===== config.mk =====
export PLATFORM = sky130hd
export DESIGN_NAME = serial_cmd_sequencer
export DESIGN_NICKNAME = d
export VERILOG_FILES = /design/src/rtl/serial_cmd_pkg.sv /design/src/rtl/serial_frame_checker.sv /design/src/rtl/serial_cmd_sequencer.sv
export SDC_FILE = /design/constraint.sdc
export NUM_CORES = 1
export LEC_CHECK = 0
export CAP_MARGIN = 30
export CELL_PAD_IN_SITES_DETAIL_PLACEMENT = 0
export CELL_PAD_IN_SITES_GLOBAL_PLACEMENT = 2
export CORE_MARGIN = 1
export CORE_UTILIZATION = 35
export CTS_CLUSTER_DIAMETER = 150
export CTS_CLUSTER_SIZE = 30
export DETAILED_ROUTE_END_ITERATION = 10
export HOLD_SLACK_MARGIN = 0.03
export PLACE_DENSITY = 0.81
export SYNTH_ARGS = -nofsm -noshare
export SYNTH_HDL_FRONTEND = slang
export SYNTH_SLANG_ARGS = --single-unit

===== constraint.sdc =====
create_clock -name clk -period 3.6 [get_ports clk]
set_input_delay 1.08 -clock clk [delete_from_list [all_inputs] [get_ports clk]]
set_output_delay 1.08 -clock clk [all_outputs]
set_load 0.05 [all_outputs]

===== src/rtl/serial_cmd_pkg.sv =====
// Shared definitions for the serial command sequencer.
// Holds the command and status codes, the request/response frame lengths and
// the sequencer FSM state encoding.
package serial_cmd_pkg;

  // Request command codes
  localparam logic [7:0] CmdRead  = 8'h01;
  localparam logic [7:0] CmdWrite = 8'h02;

  // Response status codes
  localparam logic [7:0] StsOk         = 8'h00;
  localparam logic [7:0] StsUnknownCmd = 8'h01;
  localparam logic [7:0] StsBadChk     = 8'h02;
  localparam logic [7:0] StsRxErr      = 8'h03;
  localparam logic [7:0] StsBadAddr    = 8'h04;

  // Frame lengths in bytes, SOF included
  localparam logic [2:0] ReadFrameLen  = 3'd4;
  localparam logic [2:0] WriteFrameLen = 3'd5;
  localparam logic [2:0] RespFrameLen  = 3'd5;

  typedef enum logic [3:0] {
    StIdle,
    StRxReq,
    StRxWait,
    StParse,
    StExecRd,
    StExecWr,
    StResp,
    StTxLoad,
    StTxWaitCopy,
    StTxGap,
    StTxEnd
  } state_e;

endpackage


===== src/rtl/serial_frame_checker.sv =====
// Running XOR checksum and status-priority encoder for one request frame.
// Ports:
//   clk, rst    - clock, asynchronous active-high reset
//   clear       - start of a new frame (SOF accepted)
//   byte_valid  - byte_data/byte_err carry an in-frame byte this cycle
//   byte_data   - frame byte after SOF (CMD, ADDR, [DATA], CHK)
//   byte_err    - receiver error flag for byte_data
//   cmd, addr   - captured CMD and ADDR of the current frame
//   status      - response status for the bytes seen so far
module serial_frame_checker
  import serial_cmd_pkg::*;
#(
  parameter int unsigned REG_COUNT = 16
) (
  input  logic       clk,
  input  logic       rst,
  input  logic       clear,
  input  logic       byte_valid,
  input  logic [7:0] byte_data,
  input  logic       byte_err,
  input  logic [7:0] cmd,
  input  logic [7:0] addr,
  output logic [7:0] status
);

  logic [7:0] xor_q;
  logic       err_q;

  // CHK is included in the running XOR, so a good frame XORs to zero.
  always_ff @(posedge clk or posedge rst) begin
    if (rst) begin
      xor_q <= 8'h00;
      err_q <= 1'b0;
    end else if (clear) begin
      xor_q <= 8'h00;
      err_q <= 1'b0;
    end else if (byte_valid) begin
      xor_q <= xor_q ^ byte_data;
      err_q <= err_q | byte_err;
    end
  end

  always_comb begin
    status = StsOk;
    if (err_q) begin
      status = StsRxErr;
    end else if (xor_q != 8'h00) begin
      status = StsBadChk;
    end else if (cmd != CmdRead && cmd != CmdWrite) begin
      status = StsUnknownCmd;
    end else if (32'(addr) >= REG_COUNT) begin
      status = StsBadAddr;
    end
  end

endmodule


===== src/rtl/serial_cmd_sequencer.sv =====
// Command-frame controller between the rs232 byte interfaces and a register bus.
// Hunts for SOF, parses a read/write request, executes it on the register bus
// and sends a 5-byte response frame (RESP_SOF, STATUS, ADDR, DATA, CHK).
// Ports:
//   rx_byte_received/rx_data/rx_err/rx_read - rs232 receive FIFO read side
//   tx_transaction/tx_data/tx_data_ready/tx_data_copied/tx_busy - transmitter load side
//   reg_addr/reg_wdata/reg_we/reg_re/reg_rdata - register bus (rdata 1 cycle after re)
//   busy      - not idle
//   cmd_done  - pulse when a response frame has fully gone out
//   err_count - saturating count of rejected or aborted frames
module serial_cmd_sequencer
  import serial_cmd_pkg::*;
#(
  parameter logic [7:0]  SOF_BYTE       = 8'hA5,
  parameter logic [7:0]  RESP_SOF_BYTE  = 8'h5A,
  parameter int unsigned REG_COUNT      = 16,
  parameter int unsigned TIMEOUT_CYCLES = 43400
) (
  input  logic       clk,
  input  logic       rst,
  input  logic       rx_byte_received,
  input  logic [7:0] rx_data,
  input  logic       rx_err,
  output logic       rx_read,
  output logic       tx_transaction,
  output logic [7:0] tx_data,
  output logic       tx_data_ready,
  input  logic       tx_data_copied,
  input  logic       tx_busy,
  output logic [7:0] reg_addr,
  output logic [7:0] reg_wdata,
  output logic       reg_we,
  output logic       reg_re,
  input  logic [7:0] reg_rdata,
  output logic       busy,
  output logic       cmd_done,
  output logic [7:0] err_count
);

  localparam int unsigned TmoW = $clog2(TIMEOUT_CYCLES + 1);

  state_e            state_q, state_d;
  logic [2:0]        rx_idx_q, rx_idx_d;
  logic [2:0]        tx_idx_q, tx_idx_d;
  logic [TmoW-1:0]   tmo_q, tmo_d;
  logic [7:0]        cmd_q, cmd_d;
  logic [7:0]        addr_q, addr_d;
  logic [7:0]        data_q, data_d;
  logic [7:0]        status_q, status_d;
  logic [7:0]        resp_data_q, resp_data_d;
  logic [7:0]        err_q, err_d;
  logic              err_inc;
  logic              chk_clear, chk_valid;
  logic [7:0]        chk_status;
  logic [2:0]        frame_len;
  logic [7:0]        resp_byte;

  serial_frame_checker #(
    .REG_COUNT (REG_COUNT)
  ) u_checker (
    .clk        (clk),
    .rst        (rst),
    .clear      (chk_clear),
    .byte_valid (chk_valid),
    .byte_data  (rx_data),
    .byte_err   (rx_err),
    .cmd        (cmd_q),
    .addr       (addr_q),
    .status     (chk_status)
  );

  // Only consulted from index 3 onward, by which time CMD is captured.
  assign frame_len = (cmd_q == CmdWrite) ? WriteFrameLen : ReadFrameLen;

  always_comb begin
    unique case (tx_idx_q)
      3'd0:    resp_byte = RESP_SOF_BYTE;
      3'd1:    resp_byte = status_q;
      3'd2:    resp_byte = addr_q;
      3'd3:    resp_byte = resp_data_q;
      default: resp_byte = status_q ^ addr_q ^ resp_data_q;
    endcase
  end

  always_comb begin
    state_d        = state_q;
    rx_idx_d       = rx_idx_q;
    tx_idx_d       = tx_idx_q;
    tmo_d          = tmo_q;
    cmd_d          = cmd_q;
    addr_d         = addr_q;
    data_d         = data_q;
    status_d       = status_q;
    resp_data_d    = resp_data_q;
    err_inc        = 1'b0;
    chk_clear      = 1'b0;
    chk_valid      = 1'b0;
    rx_read        = 1'b0;
    reg_we         = 1'b0;
    reg_re         = 1'b0;
    cmd_done       = 1'b0;
    tx_transaction = 1'b0;
    tx_data_ready  = 1'b0;

    unique case (state_q)
      StIdle: begin
        if (rx_byte_received) begin
          rx_read  = 1'b1;
          rx_idx_d = 3'd0;
          state_d  = StRxWait;
        end
      end
      StRxReq: begin
        if (rx_byte_received) begin
          rx_read = 1'b1;
          tmo_d   = '0;
          state_d = StRxWait;
        end else if (tmo_q == TmoW'(TIMEOUT_CYCLES - 1)) begin
          // Silent abort: no response frame
          err_inc = 1'b1;
          tmo_d   = '0;
          state_d = StIdle;
        end else begin
          tmo_d = tmo_q + TmoW'(1);
        end
      end
      StRxWait: begin
        if (rx_idx_q == 3'd0) begin
          if (rx_data == SOF_BYTE) begin
            chk_clear = 1'b1;
            rx_idx_d  = 3'd1;
            tmo_d     = '0;
            state_d   = StRxReq;
          end else begin
            state_d = StIdle;
          end
        end else begin
          chk_valid = 1'b1;
          case (rx_idx_q)
            3'd1:    cmd_d  = rx_data;
            3'd2:    addr_d = rx_data;
            3'd3:    if (cmd_q == CmdWrite) data_d = rx_data;
            default: ;
          endcase
          rx_idx_d = rx_idx_q + 3'd1;
          state_d  = (rx_idx_q + 3'd1 == frame_len) ? StParse : StRxReq;
        end
      end
      StParse: begin
        status_d = chk_status;
        if (chk_status != StsOk) begin
          err_inc = 1'b1;
          state_d = StResp;
        end else if (cmd_q == CmdRead) begin
          state_d = StExecRd;
        end else begin
          state_d = StExecWr;
        end
      end
      StExecRd: begin
        reg_re  = 1'b1;
        state_d = StResp;
      end
      StExecWr: begin
        reg_we  = 1'b1;
        state_d = StResp;
      end
      StResp: begin
        // For a read this is the cycle after reg_re, when reg_rdata is valid.
        if (status_q != StsOk) begin
          resp_data_d = 8'h00;
        end else if (cmd_q == CmdRead) begin
          resp_data_d = reg_rdata;
        end else begin
          resp_data_d = data_q;
        end
        tx_idx_d = 3'd0;
        state_d  = StTxLoad;
      end
      StTxLoad: begin
        tx_transaction = 1'b1;
        state_d        = StTxWaitCopy;
      end
      StTxWaitCopy: begin
        tx_transaction = 1'b1;
        tx_data_ready  = 1'b1;
        if (tx_data_copied) begin
          tx_idx_d = tx_idx_q + 3'd1;
          state_d  = (tx_idx_q == RespFrameLen - 3'd1) ? StTxEnd : StTxGap;
        end
      end
      StTxGap: begin
        tx_transaction = 1'b1;
        state_d        = StTxLoad;
      end
      StTxEnd: begin
        if (!tx_busy) begin
          cmd_done = 1'b1;
          state_d  = StIdle;
        end else begin
          tx_transaction = 1'b1;
        end
      end
      default: state_d = StIdle;
    endcase

    err_d = (err_inc && err_q != 8'hFF) ? err_q + 8'd1 : err_q;
  end

  always_ff @(posedge clk or posedge rst) begin
    if (rst) begin
      state_q     <= StIdle;
      rx_idx_q    <= 3'd0;
      tx_idx_q    <= 3'd0;
      tmo_q       <= '0;
      cmd_q       <= 8'h00;
      addr_q      <= 8'h00;
      data_q      <= 8'h00;
      status_q    <= 8'h00;
      resp_data_q <= 8'h00;
      err_q       <= 8'h00;
    end else begin
      state_q     <= state_d;
      rx_idx_q    <= rx_idx_d;
      tx_idx_q    <= tx_idx_d;
      tmo_q       <= tmo_d;
      cmd_q       <= cmd_d;
      addr_q      <= addr_d;
      data_q      <= data_d;
      status_q    <= status_d;
      resp_data_q <= resp_data_d;
      err_q       <= err_d;
    end
  end

  assign tx_data   = tx_transaction ? resp_byte : 8'h00;
  assign reg_addr  = addr_q;
  assign reg_wdata = data_q;
  assign busy      = (state_q != StIdle);
  assign err_count = err_q;

endmodule


==> impl_metrics.toml <==
[status]
status = "finished, final reports clean"

[synthesis]
synthFlopType = "dfrtp_1"
avgSynthCellArea_um2 = 9.66
synth_top_cells_by_area = "dfrtp_1, mux2_2, o21ai_0"
yosys_register_bits = 78
synth_area_leader_cell = "dfrtp_1"
seq_area_frac_synth_pct = 44.3
ys_async_sr_fraction_pct = 100
syn-instance-count = 456
synth_cell_types = 61
post-synth-top-area-fraction_pct = 44.3
ys_warn_count = 0
synth-edff-count = 0
syn_area_mm2 = 0.00441
syn_nets = 490

[place]
post-place-ws_ps = -24.8
dp_hpwl_um = 8180
io_buffers = 60
placedCellCount = 686
gp_congestion = 0.794

[cts]
h-tree-depth = 3
cts_resized = 1
cts_max_path_buffers = 2
clock-sinks = 78
hold_buffers = 0
tritoncts = "built"
cts_buffers = 9
clkLatencyLatePin_ps = 330
cts.clk_slew.worst_paths_ps = 60
root_buffer = "clkbuf_16"
cts_setup_buffers = 0

[sta]
tightest_slew_ps = 790
finalClockSkew_ps = 7.61
period_share_pct = 96.0
period_needed_ps = 3460
relSlewSlack_pct = 47.0
layout_setup_ws_ps = 143
slew_viol_final = 0
rsz0062_at_grt = "no"
tns_ps = 0
finalSetupViolations = 0
max_freq_ghz = 0.289
finalHoldViolCount = 0

[worst_hold_path]
hp-class = "reg2reg"

[grt]
antenna_found_initial = 0
grt_pass1_vias = 3583
grt_start_max_net_pins = 42
grt_usage_pct = 18.2
grt_overflow = 0
grt_pass1_wl_um = 18600

[drt]
totalWireLength_um = 11000
wl_per_cell_um = 15.6
drt_iter0_markers = 212
routed-via-count = 3679
viasPerCell = 5.24
antenna_left = 0
first_pass_iters = 4
drc = 0

[final_layout]
multi_input_area_mm2 = 0.00231
drive_above_1_share_pct = 17.0
area_growth_syn_to_layout_pct = 27.9
diodes = 0
ff_latch_area_mm2 = 0.00195
finalNonFillerCells = 702
nets = 563
fillers = 1193

[worst_setup_path]
arrival_ps = 2380
crit_path_max_fanout = 9
crit_type = "in2out"
start_kind = "primary input"
endpoint_kind = "primary output"
crit_required_ps = 2520

[pwr]
p_leak_nw = 2.38
intPower_mw = 2.31
power_density_mw_per_mm2 = 708
share_comb_of_total_power_pct = 43.0
netSwitchingPower_mw = 1.68
switching_share_pct = 42.2
vdd.ir_drop.worst_mv = 0.526
clock_power_share_pct = 22.1
power_frac_seq_pct = 34.9

[floorplanning]
die_height_um = 114
core_mm2 = 0.0122
fp.dieArea_mm2 = 0.0130
placementRows = 40
die_w_um = 114
io_pins = 61
start_util_pct = 36.2

[flow_run]
maxCapViolations = 0
## power by group through the flow
stage	sequential, mW	clock [mW]	combinational [mW]
CTS	1.39	0.912	1.73
detailed placement	1.40	0	1.72
floorplan	1.59	0	0.948
global placement	1.40	0	1.71
finish	1.39	0.882	1.72
global route	1.44	0.956	1.87
## worst max-delay path, cell delays in order
cell	delay [ps]
clkdlybuf4s50_1	480
nand2b_1	60
a21oi_1	180
nor2_2	120
a211oi_1	180
buf_4	150
buf_12	120
## sequential cells by signal (all words and copies together), names as in the netlist
name and cells:
cmd_q 8, err_count 8, reg_addr 8, reg_wdata 8, resp_data_q 8, rx_idx_q 3, state_q 4, status_q 3
tmo_q 16, tx_idx_q 3, u_checker.err_q 1, u_checker.xor_q 8
## routing by layer
layer	share of wire (%)	up-vias	GRT usage [%]
met4	1.1	0	5.71
met2	47	72	28.0
li1	-	1800	-
met1	49	1797	25.8
met3	3.5	10	3.60
met5	0	-	0
## placed cells by master, fill, tap and decap left out, drive strengths merged, types with 10 or more instances in the layout
cell and instances:
ha 12, a21oi 30, buf 34, mux2i 10
clkdlybuf4s50 49, nor2 34, mux2 30, nand3 23
dfrtp 78, xor2 18, o21ai 37, nand2b 10
inv 17, nor4 11, nand2 38
## synthesized netlist by cell type (8+ instances only)
cell type  count
nand2b_1       9
ha_1          12
nand2_1       38
nand3_1       23
clkbuf_1      17
dfrtp_1       78
inv_1         17
o21ai_0       34
a21oi_1       30
mux2_2        28
mux2i_1       10
nor3_1         8
xor2_1        18
nor4_1         9
nor2_1        33
## worst paths after layout
path                                                 from                  endpoint  slack (ps)  cells past startpoint
max                                               tx_busy                tx_data[2]         140                      7
min                              err_count[5]$_DFFE_PP0P_  err_count[5]$_DFFE_PP0P_         500                      1
max reg2reg                u_checker.xor_q[4]$_DFFE_PP0P_  err_count[1]$_DFFE_PP0P_         970                      5
min reg2reg                      err_count[5]$_DFFE_PP0P_  err_count[5]$_DFFE_PP0P_         500                      1
max in group asynchronous                             rst     tmo_q[11]$_DFFE_PP0P_        1850                      3
min in group asynchronous                             rst   tx_idx_q[0]$_DFFE_PP0P_        1130                      2
## cell families after synthesis
kind of cell | after synthesis | synth area share, %
compound gates | 102 | 14.4
simple gates | 162 | 20.0
flops | 78 | 44.3
mux | 40 | 9.94
fa+ha+maj | 12 | 3.41
xor+xnor | 23 | 4.57
buf+inv | 39 | 3.41
## cell type report
class | instances | share of cell area (%)
Clock buffer | 9 | 4.00
Sequential cell | 78 | 34.6
Clock inverter | 7 | 1.15
Inverter | 18 | 1.20
Timing Repair Buffer | 83 | 14.3
Tap cell | 168 | 3.73
Multi-Input combinational cell | 339 | 40.9
## through the flow
stage          hold slack (ps)  utilization (%)  total power [mW]  area [µm²]
2_1_floorplan              457                -              2.53        4410
3_3_place_gp               477             43.9              3.11        5340
3_5_place_dp               498             43.9              3.13        5340
4_1_cts                    511             46.3              4.04        5640
5_1_grt                    524             46.3              4.27        5640
6_report                   499             46.3              3.99        5640
Note: power is estimated with default switching activity, not from simulation.
